**config.mk**
```make
export PLATFORM = sky130hd
export DESIGN_NAME = serial_subtractor
export DESIGN_NICKNAME = d
export VERILOG_FILES = /design/src/rtl/arith_pkg.sv /design/src/rtl/serial_subtractor_fullsubtractor.sv /design/src/rtl/serial_subtractor.sv
export SDC_FILE = /design/constraint.sdc
export NUM_CORES = 1
export LEC_CHECK = 0
export CORE_MARGIN = 5
export CORE_UTILIZATION = 30
export DETAILED_ROUTE_END_ITERATION = 6
export PLACE_DENSITY_LB_ADDON = 0.15
export RECOVER_POWER = 50
export SLEW_MARGIN = 20
export SYNTH_ARGS = -nofsm -noshare
export SYNTH_HDL_FRONTEND = slang
export SYNTH_HIERARCHICAL = 1
export SYNTH_SLANG_ARGS = --single-unit
```
**constraint.sdc**
```tcl
create_clock -name in_clk -period 5.7 [get_ports in_clk]
set_input_delay 0.855 -clock in_clk [delete_from_list [all_inputs] [get_ports in_clk]]
set_output_delay 0.855 -clock in_clk [all_outputs]
set_load 0.05 [all_outputs]
```
**src/rtl/arith_pkg.sv**
```systemverilog
// Shared arithmetic definitions: serial subtractor FSM states and limits.
package arith_pkg;

  typedef enum logic [1:0] {SUB_IDLE, SUB_RUN, SUB_DONE} sub_state_t;

  localparam int unsigned SUB_MIN_BITS = 2;

  // Width of a counter that must reach the value n without wrapping.
  function automatic int unsigned sub_cnt_width(input int unsigned n);
    return (n < 2) ? 1 : $clog2(n + 1);
  endfunction

endpackage

```
**src/rtl/serial_subtractor_fullsubtractor.sv**
```systemverilog
// One-bit full-subtractor cell: diff = a - b - borrow_in, with borrow out.
module fullsubtractor (
  input  logic in_a,
  input  logic in_b,
  input  logic in_borrow,
  output logic out_diff,
  output logic out_borrow
);

  always_comb begin
    out_diff   = in_a ^ in_b ^ in_borrow;
    out_borrow = (~in_a & in_b) | (~(in_a ^ in_b) & in_borrow);
  end

endmodule

```
**src/rtl/serial_subtractor.sv**
```systemverilog
// Bit-serial subtractor (LSB first), one full-subtractor cell, BITS+2 cycles per op.
// Optional signed-overflow flag enabled by defining SERIAL_SUBTRACTOR_OVERFLOW_EN.
module serial_subtractor
  import arith_pkg::*;
#(
  parameter int unsigned BITS = 16
) (
  input  logic            in_clk,
  input  logic            in_rst,
  input  logic            in_start,
  input  logic [BITS-1:0] in_a,
  input  logic [BITS-1:0] in_b,
  output logic            out_ready,
  output logic            out_valid,
  output logic [BITS-1:0] out_diff,
  output logic            out_borrow,
  output logic            out_ovf
);

  localparam int unsigned CW = sub_cnt_width(BITS);

  sub_state_t      state_q, state_d;
  logic [CW-1:0]   cnt_q;
  logic [BITS-1:0] a_sr, b_sr, res_sr;
  logic [BITS-1:0] diff_q;
  logic            bin_q;
  logic            borrow_q;
  logic            bit_d, bit_bo;
  logic            accept, last_bit;

  fullsubtractor u_fs (
    .in_a      (a_sr[0]),
    .in_b      (b_sr[0]),
    .in_borrow (bin_q),
    .out_diff  (bit_d),
    .out_borrow(bit_bo)
  );

  assign accept   = (state_q == SUB_IDLE) && in_start;
  assign last_bit = (state_q == SUB_RUN) && (cnt_q == CW'(BITS - 1));

  always_ff @(posedge in_clk or posedge in_rst) begin
    if (in_rst) state_q <= SUB_IDLE;
    else        state_q <= state_d;
  end

  always_comb begin
    state_d   = state_q;
    out_ready = 1'b0;
    out_valid = 1'b0;
    unique case (state_q)
      SUB_IDLE: begin
        out_ready = 1'b1;
        if (in_start) state_d = SUB_RUN;
      end
      SUB_RUN: begin
        if (last_bit) state_d = SUB_DONE;
      end
      SUB_DONE: begin
        out_valid = 1'b1;
        state_d   = SUB_IDLE;
      end
      default: state_d = SUB_IDLE;
    endcase
  end

  always_ff @(posedge in_clk or posedge in_rst) begin
    if (in_rst) begin
      a_sr   <= '0;
      b_sr   <= '0;
      res_sr <= '0;
      bin_q  <= 1'b0;
      cnt_q  <= '0;
    end else if (accept) begin
      a_sr   <= in_a;
      b_sr   <= in_b;
      res_sr <= '0;
      bin_q  <= 1'b0;
      cnt_q  <= '0;
    end else if (state_q == SUB_RUN) begin
      a_sr   <= {1'b0, a_sr[BITS-1:1]};
      b_sr   <= {1'b0, b_sr[BITS-1:1]};
      res_sr <= {bit_d, res_sr[BITS-1:1]};
      bin_q  <= bit_bo;
      cnt_q  <= cnt_q + CW'(1);
    end
  end

  // Results are captured on the final bit edge so they stay stable until the next op completes.
  always_ff @(posedge in_clk or posedge in_rst) begin
    if (in_rst) begin
      diff_q   <= '0;
      borrow_q <= 1'b0;
    end else if (last_bit) begin
      diff_q   <= {bit_d, res_sr[BITS-1:1]};
      borrow_q <= bit_bo;
    end
  end

  assign out_diff   = diff_q;
  assign out_borrow = borrow_q;

`ifdef SERIAL_SUBTRACTOR_OVERFLOW_EN
  logic ovf_q;

  // On the last bit the shift regs present the original operand MSBs at bit 0.
  always_ff @(posedge in_clk or posedge in_rst) begin
    if (in_rst)        ovf_q <= 1'b0;
    else if (last_bit) ovf_q <= (a_sr[0] ^ b_sr[0]) & (a_sr[0] ^ bit_d);
  end

  assign out_ovf = ovf_q;
`else
  assign out_ovf = 1'b0;
`endif

endmodule

```
# Word-level counts from Yosys, hierarchy flattened
# Index checks and enable logic that the tools add are counted.
# W data, S select, Z words.
[word_totals]
memories = 0
latchBits = 0
rom_bits = 0
ff_bits = 73
ramBits = 0
[classes]
mux = 15
div_mod_pow = 0
n_shift = 0
n_eq_ne = 5
reduce_logical = 5
n_bitwise = 7
add_sub_neg = 1
n_lt_le_gt_ge = 0
n_mul = 0
[ops]
columns = ["operator", "count"]
rows = [
  ["$mux W16", 6],
  ["$mux W5", 2],
  ["$add A5 B1 Y5 const B", 1],
  ["$eq A5 B4 Y1 const B", 1],
  ["$mux W1", 4],
  ["$mux W2", 2],
  ["$ne A2 B2 Y1 const B", 2],
  ["$pmux W2 S2", 1],
  ["$and A1 B1 Y1", 2],
  ["$eq A2 B1 Y1 const B", 1],
  ["$eq A2 B2 Y1 const B", 1],
  ["$logic_and A1 B1 Y1", 2],
  ["$logic_not A2 Y1", 1],
  ["$not A1 Y1", 2],
  ["$reduce_and A2 Y1", 1],
  ["$reduce_bool A2 Y1", 1],
  ["$xor A1 B1 Y1", 2],
  ["$or A1 B1 Y1", 1],
]

# Longest topological paths before layout
# Gate-level depths: netlist (run 1).
[logic_depth]
word_depth = 6
ltp_mapped = 6

# Modules after synthesis
# The synthesis (run 1) kept the hierarchy.
[modules_own_cells]
columns = ["module", "area_each_um2", "cells_per_inst", "seq_area_each_um2", "instances"]
rows = [
  ["serial_subtractor", 2989.1, 280, 1801.7, 1],
  ["fullsubtractor", 31.3, 4, 0.0, 1],
]

# Worst setup path before layout (run 1)
# No wires, ideal clock.
[synth_timing]
path_type = "reg2out"
from = "register state_q[1]"
to = "output out_valid"
required_time_ns = 4.845
arrival_time_ns = 1.127
n_path_buf = 0
stages_incl_launch_ff = 2
slack_ns = 3.718
path_cell_list = "dfrtp_1 > nor2b_1"
[synth_between]
elab_chain_cells = 2
[synth_rtl]
columns = ["item", "line_no", "rtl"]
rows = [
  ["start, declared", "serial_subtractor.sv:22", "sub_state_t state_q, state_d;"],
  ["start signal, assigned", "serial_subtractor.sv:44", "else state_q <= state_d;"],
  ["$eq A2 B2 Y1", "serial_subtractor.sv:51", "unique case (state_q)"],
  ["$mux W1", "serial_subtractor.sv:51", ""],
  ["end, declared", "serial_subtractor.sv:14", "output logic out_valid,"],
]
# Every way passes these cells.

# Worst setup path in the final report (run 1)
[layout_timing]
from = "register state_q[0]"
to = "register diff_q[12] (netlist: out_diff[12])"
[layout_between]
elab_chain_cells = 2
[layout_rtl]
columns = ["item", "line_no", "rtl"]
rows = [
  ["$eq A2 B1 Y1", "serial_subtractor.sv:40", "assign last_bit = (state_q == SUB_RUN) && (cnt_q == CW'(BITS - 1));"],
  ["$logic_and A1 B1 Y1", "serial_subtractor.sv:40", ""],
  ["end signal, assigned", "serial_subtractor.sv:95", "diff_q <= {bit_d, res_sr[BITS-1:1]};"],
  ["end, declared", "serial_subtractor.sv:25", "logic [BITS-1:0] diff_q;"],
]
# Every way passes these cells.
# A chain may end at the register's enable or synchronous reset.

==> impl_results.md, run 1 <==
- Avg Inst Size Synth: between 10 and 15 µm²
- Initial core utilization: 30.8%
- Final setup violation count: 0
- Status: finished, violations left
- ANT nets after route: 0
- CTS Sinks: 72
- Mapped Cells: 284
- Core area: 0.00982 mm²
- Clock Tree Root: clkbuf_8
- Total gr overflow: 0
- CTS tree: done
- Synthesized area: a little over 0.003 mm²
- Post-placement cell count: between 400 and 500
- Final min period: 3.40 ns
- Critical Path Source Type: flip-flop
- Fill cells: ~1000
- Hold Slack: 0.479 ns
- Antenna diodes: 0
- Drt first pass iters: 4
- Sequential share of the synthesized area: 59.7%
- Drt first-iter violations: 118
- Largest net degree at the start of global routing: about 60
- P_leak: ~0.0018 µW
- Die W: 110 µm
- Hold buffers post-CTS: 0
- Final hold vios: 0
- Post_cts resized: 0
- Ratio of cells with drive above 1 in the final layout: 10.7%
- CP required: just under 6 ns
- Setup TNS: 0 ns
- Row Count: 36
- Max clock buf depth: 2
- Tot GR Track Use: between 10% and 20%
- Tightest Pin Transition: 2.34 ns
- Yosys cell types: 26
- Synth Register Bits: 72
- Vias in the first global route: 2263
- Die area: 0.0122 mm²
- Ranking of synthesized cells by area: dfrtp_1, nand2_1, a22oi_1, mux2_4, o21ai_0
- H-tree depth: 3
- TritonCTS buffer count: 9
- Dpl hpwl: about 3700 µm
- Via count: ~2100
- Peak VDD IR: 0.183 mV
- Hold Path Class: reg2reg
- # DRC: 0
- Most frequent cells in the layout: nand2_1, dfrtp_1, clkdlybuf4s50_1
- Register area: 0.00180 mm²
- Crit-path max FO: 50
- Slew HR: -55.7%
- DR vias/cell: ~4.5
- Fmax: around 290 MHz
- Critical Path AT: 3.63 ns
- Routed WL: just over 6000 µm
- First-pass GRT wire length: between 10000 and 15000 µm
- Ports: 55
- Routability congestion estimate: 0.712
- Synth area leader: dfrtp_1
- WL per Instance: 13.1 µm
- Area Growth Syn to Fin: 27.7%
- Area fraction of the dominant cell type after synthesis: about three fifths
- Final Max Tran Viols: 139
- Antenna violations before repair: 0
- PD cells: 548 mW/mm²
- Crit path capture type: flip-flop
- Total power draw: 2110 µW
- Final nets: between 300 and 400
- Core Util, Final: 39.3%
- Post-CTS Setup Bufs: 0
- Mapped Nets: 322
- Clk_lat worst skew: 0.34 ns
- Clk_skew: between 0.008 and 0.009 ns
- Kind of critical path: reg2reg
- Syn. warnings: 6
- Area of the multi-input gates: between 0.001 and 0.0015 mm²
- Most common cell after layout, fill and taps aside: nand2_1
- Clock slew seen by the registers of the worst setup and hold paths: ~0.07 ns
- Layout Cells excl Fill: about 470
- Unrepaired setup endpoints after global routing: no
- PortBufs: 53
- Max_cap viols: 3
- Failing checks: capacitance limit, slew limit
- Final Cycle Share: 59.7%
- Die Height: 110 µm
power by group:
| part | internal [µW] | switching (µW) | leakage [µW] |
|---|---|---|---|
| Sequential | 726 | 126 | 0.000906 |
| Clock | 258 | 186 | 0.000106 |
| Combinational | 329 | 490 | 0.000776 |
| Total | 1310 | 801 | 0.00179 |
worst max-delay path, cell delays in order (launching register included):
cell and delay (ns):
dfrtp_1 0.45, nor2b_2 0.17, clkbuf_1 1.65, nand2_4 0.53, mux2_4 0.45
Yosys cell counts (all sizes together):
| cell | instances |
|---|---|
| nand2 | 101 |
| dfrtp | 72 |
| a22oi | 30 |
| o21ai | 20 |
| mux2 | 17 |
| buf | 13 |
| clkbuf | 6 |
| inv | 6 |
| nor2b | 3 |
| o21bai | 3 |
| ha | 2 |
| a22o | 1 |
| and3 | 1 |
| conb | 1 |
| fa | 1 |
| mux2i | 1 |
| nand2b | 1 |
| nand4 | 1 |
| nor2 | 1 |
| nor3b | 1 |
| o22ai | 1 |
| or2b | 1 |
flip-flops by register name, indices dropped and copies added, names as in the netlist:
register and count:
a_sr 16, b_sr 16, bin_q 1, cnt_q 5
out_borrow 1, out_diff 16, res_sr 15, state_q 2
per-layer routing:
metal / vias to the layer above / wire, µm / GRT usage [%]
li1: 1044 / - / -
met4: 0 / 42 / 3.17
met3: 9 / 412 / 4.89
met5: - / 0 / 0
met2: 53 / 2740 / 17.7
met1: 997 / 3000 / 14.6
metrics by stage:
step / area [µm²] / setup slack [ns]
2_1_floorplan: 3020 / 3.02
3_3_place_gp: 3660 / 3.30
3_5_place_dp: 3660 / 3.31
4_1_cts: 3880 / 3.00
5_1_grt: 3860 / 1.95
6_report: 3860 / 2.30
cells by family (layout without fill, tap and decap cells):
logic type	after synthesis	in the layout	synth area share (%)
and+or+nand+nor	110	110	14.8
DFF	72	72	59.7
AOI/OAI and AO/OA	55	55	12.0
buffers and inverters	25	79	4.10
muxes	18	18	7.79
adders and majority gates	3	3	1.49
other	1	1	0.124
final timing paths:
check / startpoint / end / slack (ns) / cells after the start
worst max-delay path: state_q[0] / out_diff[12] / 2.30 / 4
worst min-delay path: a_sr[4] / a_sr[4] / 0.48 / 2
worst max register to register: state_q[0] / out_diff[12] / 2.30 / 4
worst min register to register: a_sr[4] / a_sr[4] / 0.48 / 2
max in group asynchronous: in_rst / a_sr[3] / 3.56 / 3
min in group asynchronous: in_rst / b_sr[6] / 0.96 / 2
cell type report:
| type | count | area share [%] |
|---|---|---|
| multi-input combinational | 187 | 28.4 |
| sequential | 72 | 46.7 |
| tap | 133 | 4.31 |
| clock inverter | 5 | 2.08 |
| timing repair buffer | 57 | 14.2 |
| inverter | 6 | 0.584 |
| clock buffer | 11 | 3.67 |
Note: power is estimated with default switching activity, not from simulation.
==> run 2, diff against run 1 <==
- clock period: 5.7 -> 2.7 ns (I/O delays scaled with it)
==> run 2 against run 1 <==
The run now ends clean. Final area rose by 3.0%. Hold slack got worse by 0.0027 ns. Non-clock buffer count rose by 2. Sequential share of layout area fell by 1.3 points. Wire length rose by 2.2%. Combinational power rose by 120%. Cell count rose by 0.42%.
==> impl_results.md, run 2 (synthesis gave the netlist of run 1 again) <==
- Status: completed
- Hold buffers post-CTS: 0
- CTS Sinks: 72
- CTS tree: done
- Die W: about 110 µm
- Total gr overflow: 0
- ANT nets after route: 0
- Core Util, Final: a little over 40%
- Final setup violation count: 0
- Fill cells: 1020
- Area Growth Syn to Fin: 31.5%
- Final Cell Area: 0.00397 mm²
- Tightest Pin Transition: 1.17 ns
- DP Area: 0.00372 mm²
- H-tree depth: 3
- First-pass GRT wire length: roughly 11000 µm
- Routed WL: 6330 µm
- Hold Path Depth: 2
- Peak VDD IR: ~0.39 mV
- Routability congestion estimate: 0.713
- Most frequent cells in the layout: nand2_1, dfrtp_1, clkdlybuf4s50_1
- Vias in the first global route: 2279
- Worst hold start: b_sr[0]
- Flop2flop setup slack: approximately 0.52 ns
- Final Cycle Share: 80.8%
- Clk_lat worst skew: 0.34 ns
- Unrepaired setup endpoints after global routing: no
- Hold Path Sink: b_sr[0]
- Final min period: 2.18 ns
- Critical Path Source Type: flip-flop
- Worst R2R End: out_diff[6]
- Crit-path max FO: 20
- Clock Tree Root: clkbuf_8
- PortBufs: between 50 and 60
- Clock slew seen by the registers of the worst setup and hold paths: 0.08 ns
- Post-CTS Setup Bufs: 0
- Dpl hpwl: 4000 µm
- Register area: 0.00180 mm²
- Via count: 2155
- Drt first pass iters: 4
- DR vias/cell: 4.56
- Area of the multi-input gates: 0.00111 mm²
- Slew HR: 22.2%
- Post-placement cell count: 457
- Die area: 0.0122 mm²
- Antenna violations before repair: 0
- Clk_skew: 0.00899 ns
- Critical Path AT: 2.41 ns
- Layout Cells excl Fill: 473
- Setup TNS: 0 ns
- Crit path capture type: flip-flop
- Final Max Tran Viols: 0
- Post_cts resized: 0
- Final nets: 373
- CP required: 2.93 ns
- Antenna diodes: 0
- Ratio of cells with drive above 1 in the final layout: 12.1%
- Worst r2r src: state_q[0]
- WL per Instance: 13.4 µm
- TritonCTS buffer count: 9
- Drt first-iter violations: between 90 and 100
- PD cells: about 1200 mW/mm²
- Core area: around 0.0098 mm²
- Fmax: about 460 MHz
- Ports: 55
- Max clock buf depth: 2
- Hold Path Class: reg2reg
- Kind of critical path: reg2reg
- Tot GR Track Use: 11.7%
- Largest net degree at the start of global routing: 55
- FF-to-FF path depth: 3
- # DRC: 0
- Row Count: 36
- P_leak: 0.00185 µW
- Initial core utilization: roughly 31%
- Most common cell after layout, fill and taps aside: nand2_1
- Die Height: 110 µm
- Max_cap viols: 0
- Final hold vios: 0
run 2: report_power, final:
group          internal (µW)  switching (µW)
Sequential              1530             269
Combinational            722            1050
Clock                    730             404
run 2: how the worst max path moves through the flow:
stage                    to  slack [ns]       start  cells after the start
3_3_place_gp      out_valid        0.87  state_q[1]                      2
2_1_floorplan       a_sr[0]        0.47      in_rst                      1
3_5_place_dp      out_valid        0.85  state_q[1]                      2
6_report        out_diff[6]        0.52  state_q[0]                      3
4_1_cts           out_valid        0.46  state_q[1]                      2
5_1_grt        out_diff[13]        0.34  state_q[0]                      3
run 2: stage by stage:
step	total power (µW)	hold slack, ns	worst slack (ns)
global route	5030	0.500	0.336
finish	4710	0.476	0.519
detailed placement	3630	0.463	0.851
global placement	3600	0.458	0.867
floorplan	3060	0.439	0.470
CTS	4780	0.307	0.462
run 2: worst max-delay path, stage by stage, from the launching register on:
cell	delay (ns)
dfrtp_1	0.47
nor2b_2	0.84
nand2_4	0.36
mux2_4	0.39
run 2: cell type report:
cell class                 instances  area share [%]
timing repair buffer              59            15.2
sequential                        72            45.4
inverter                           6           0.567
clock inverter                     6            3.28
clock buffer                      10            3.47
tap                              133            4.19
multi-input combinational        187            27.9
run 2: routing by layer:
layer  routed length, µm  up-vias  GRT usage (%)
met5                   0        -              0
met4                  50        0           2.90
met3                 417        7           4.66
met2                2770       60           17.6
met1                3100     1037           15.9
li1                    -     1051              -
==> run 3, diff against run 2 <==
- clock period: 2.7 -> 1.9 ns (I/O delays scaled with it)
==> run 3 against run 2 <==
Utilization down 0.98 points. Cell count rose by 0.42%. Clock power barely moved. Total power grew 31%. Sequential share of layout area rose by 1.1 points. Hold slack got worse by 0.00087 ns. Sequential cell count unchanged. Critical path depth down 2. Via count fell by 1.3%. Highest routed layer unchanged.
==> impl_results.md, run 3 (synthesis gave the netlist of run 1 again) <==
- Status: completed
- Unrepaired setup endpoints after global routing: no
- Dpl hpwl: roughly 4000 µm
- Final Max Tran Viols: 0
- Flop2flop setup slack: ~0.16 ns
- Buffers & Inverters on Critical Path: 1
- Hold Path Class: reg2reg
- First-pass GRT wire length: 10800 µm
- WL per Instance: between 10 and 15 µm
- Clock slew seen by the registers of the worst setup and hold paths: 0.08 ns
- Crit path capture type: primary output
- Clk_skew: roughly 0.006 ns
- Peak VDD IR: 0.688 mV
- Final setup violation count: 0
- Crit-path max FO: 2
- Post_cts resized: 0
- PortBufs: 53
- Largest net degree at the start of global routing: 73
- CP max-delay cell: clkdlybuf4s50_1
- H-tree depth: 3
- Critical Path Source Type: flip-flop
- Post-CTS Setup Bufs: 0
- Kind of critical path: reg2out
- Worst r2r src: cnt_q[0]
- Most common cell after layout, fill and taps aside: nand2_1
- TritonCTS buffer count: 9
- Worst-path cell chain: clkdlybuf4s50_1
- Ports: 55
- Core Util, Final: 39.5%
- Final nets: 375
- PD cells: 1600 mW/mm²
- Critical Path AT: 1.51 ns
- Max_cap viols: 0
- Final Cell Area: 0.00387 mm²
- Die area: 0.0122 mm²
- DR vias/cell: 4.48
- CTS tree: done
- Max incr delay on CP: ~0.80 ns
- Row Count: 36
- Antenna violations before repair: 0
- Hold Path Depth: 1
- Max clock buf depth: 2
- Worst R2R End: out_diff[0]
- Initial core utilization: 30.8%
- Routability congestion estimate: between 0.7 and 0.8
- Fmax: around 560 MHz
- DP Area: 0.00372 mm²
- Vias in the first global route: 2203
- FF-to-FF path depth: 5
- Antenna diodes: 0
- Drt first pass iters: 4
- P_leak: 0.00182 µW
- Tot GR Track Use: 11.3%
- Setup TNS: 0 ns
- Area Growth Syn to Fin: 28.3%
- ANT nets after route: 0
- Final Cycle Share: a little over nine tenths
- Routed WL: 6190 µm
- Total gr overflow: 0
- Ratio of cells with drive above 1 in the final layout: 14.0%
- Final min period: 1.79 ns
- Clk_lat worst skew: around 0.34 ns
- Hold buffers post-CTS: 0
- Fill cells: between 1000 and 1500
- Tightest Pin Transition: 0.994 ns
- Clock Tree Root: clkbuf_8
- Core area: 0.00982 mm²
- Most frequent cells in the layout: nand2_1, dfrtp_1, clkdlybuf4s50_1
- Worst hold start: cnt_q[3]
- # DRC: 0
- Die W: 110 µm
- Die Height: 110 µm
- Final hold vios: 0
- Slew HR: 33.8%
- CTS Sinks: 72
- Drt first-iter violations: 79
- Hold Slack: 0.475 ns
- Critical path's top delay family: buffers and inverters
- Hold Path Sink: cnt_q[3]
- CP required: 1.62 ns
- Via count: 2126
==> run 3: cell type report <==
cell class | instances | area [µm²] | share of cell area [%]
Tap cell | 133 | 166 | 4.29
Clock inverter | 5 | 31.3 | 0.807
Clock buffer | 11 | 151 | 3.91
Multi-Input combinational cell | 187 | 1110 | 28.7
Inverter | 6 | 26.3 | 0.678
Timing Repair Buffer | 61 | 586 | 15.1
Sequential cell | 72 | 1800 | 46.5
==> run 3: worst max path at each step <==
stage | startpoint | cells after the start | endpoint | slack, ns
floorplan | cnt_q[0] | 6 | out_diff[10] | 0.25
global placement | cnt_q[0] | 5 | out_diff[14] | 0.18
detailed placement | cnt_q[0] | 5 | out_diff[0] | 0.15
CTS | out_diff[15] | 1 | out_diff[15] | 0.07
global route | out_diff[12] | 1 | out_diff[12] | 0.04
finish | out_diff[15] | 1 | out_diff[15] | 0.11
==> run 3: report_power, final <==
group | total [µW] | leakage [µW] | internal [µW] | switching (µW)
logic | 2520 | 0.000814 | 1030 | 1490
registers | 2560 | 0.000906 | 2180 | 384
clock network | 1110 | 0.0000951 | 541 | 567
total | 6180 | 0.00182 | 3750 | 2440
==> run 3: routing by layer <==
layer  GRT usage [%]  wire (µm)
met1            15.7       3110
met2            16.8       2680
met3            4.37        366
met4            2.37         40
met5               0          0
==> run 3: metrics by stage <==
step	setup WS, ns	power (µW)	std cells
6_report	0.108	6180	475
5_1_grt	0.0393	6660	475
4_1_cts	0.0713	6320	475
3_5_place_dp	0.149	5170	459
3_3_place_gp	0.175	5130	459
2_1_floorplan	0.250	4350	284
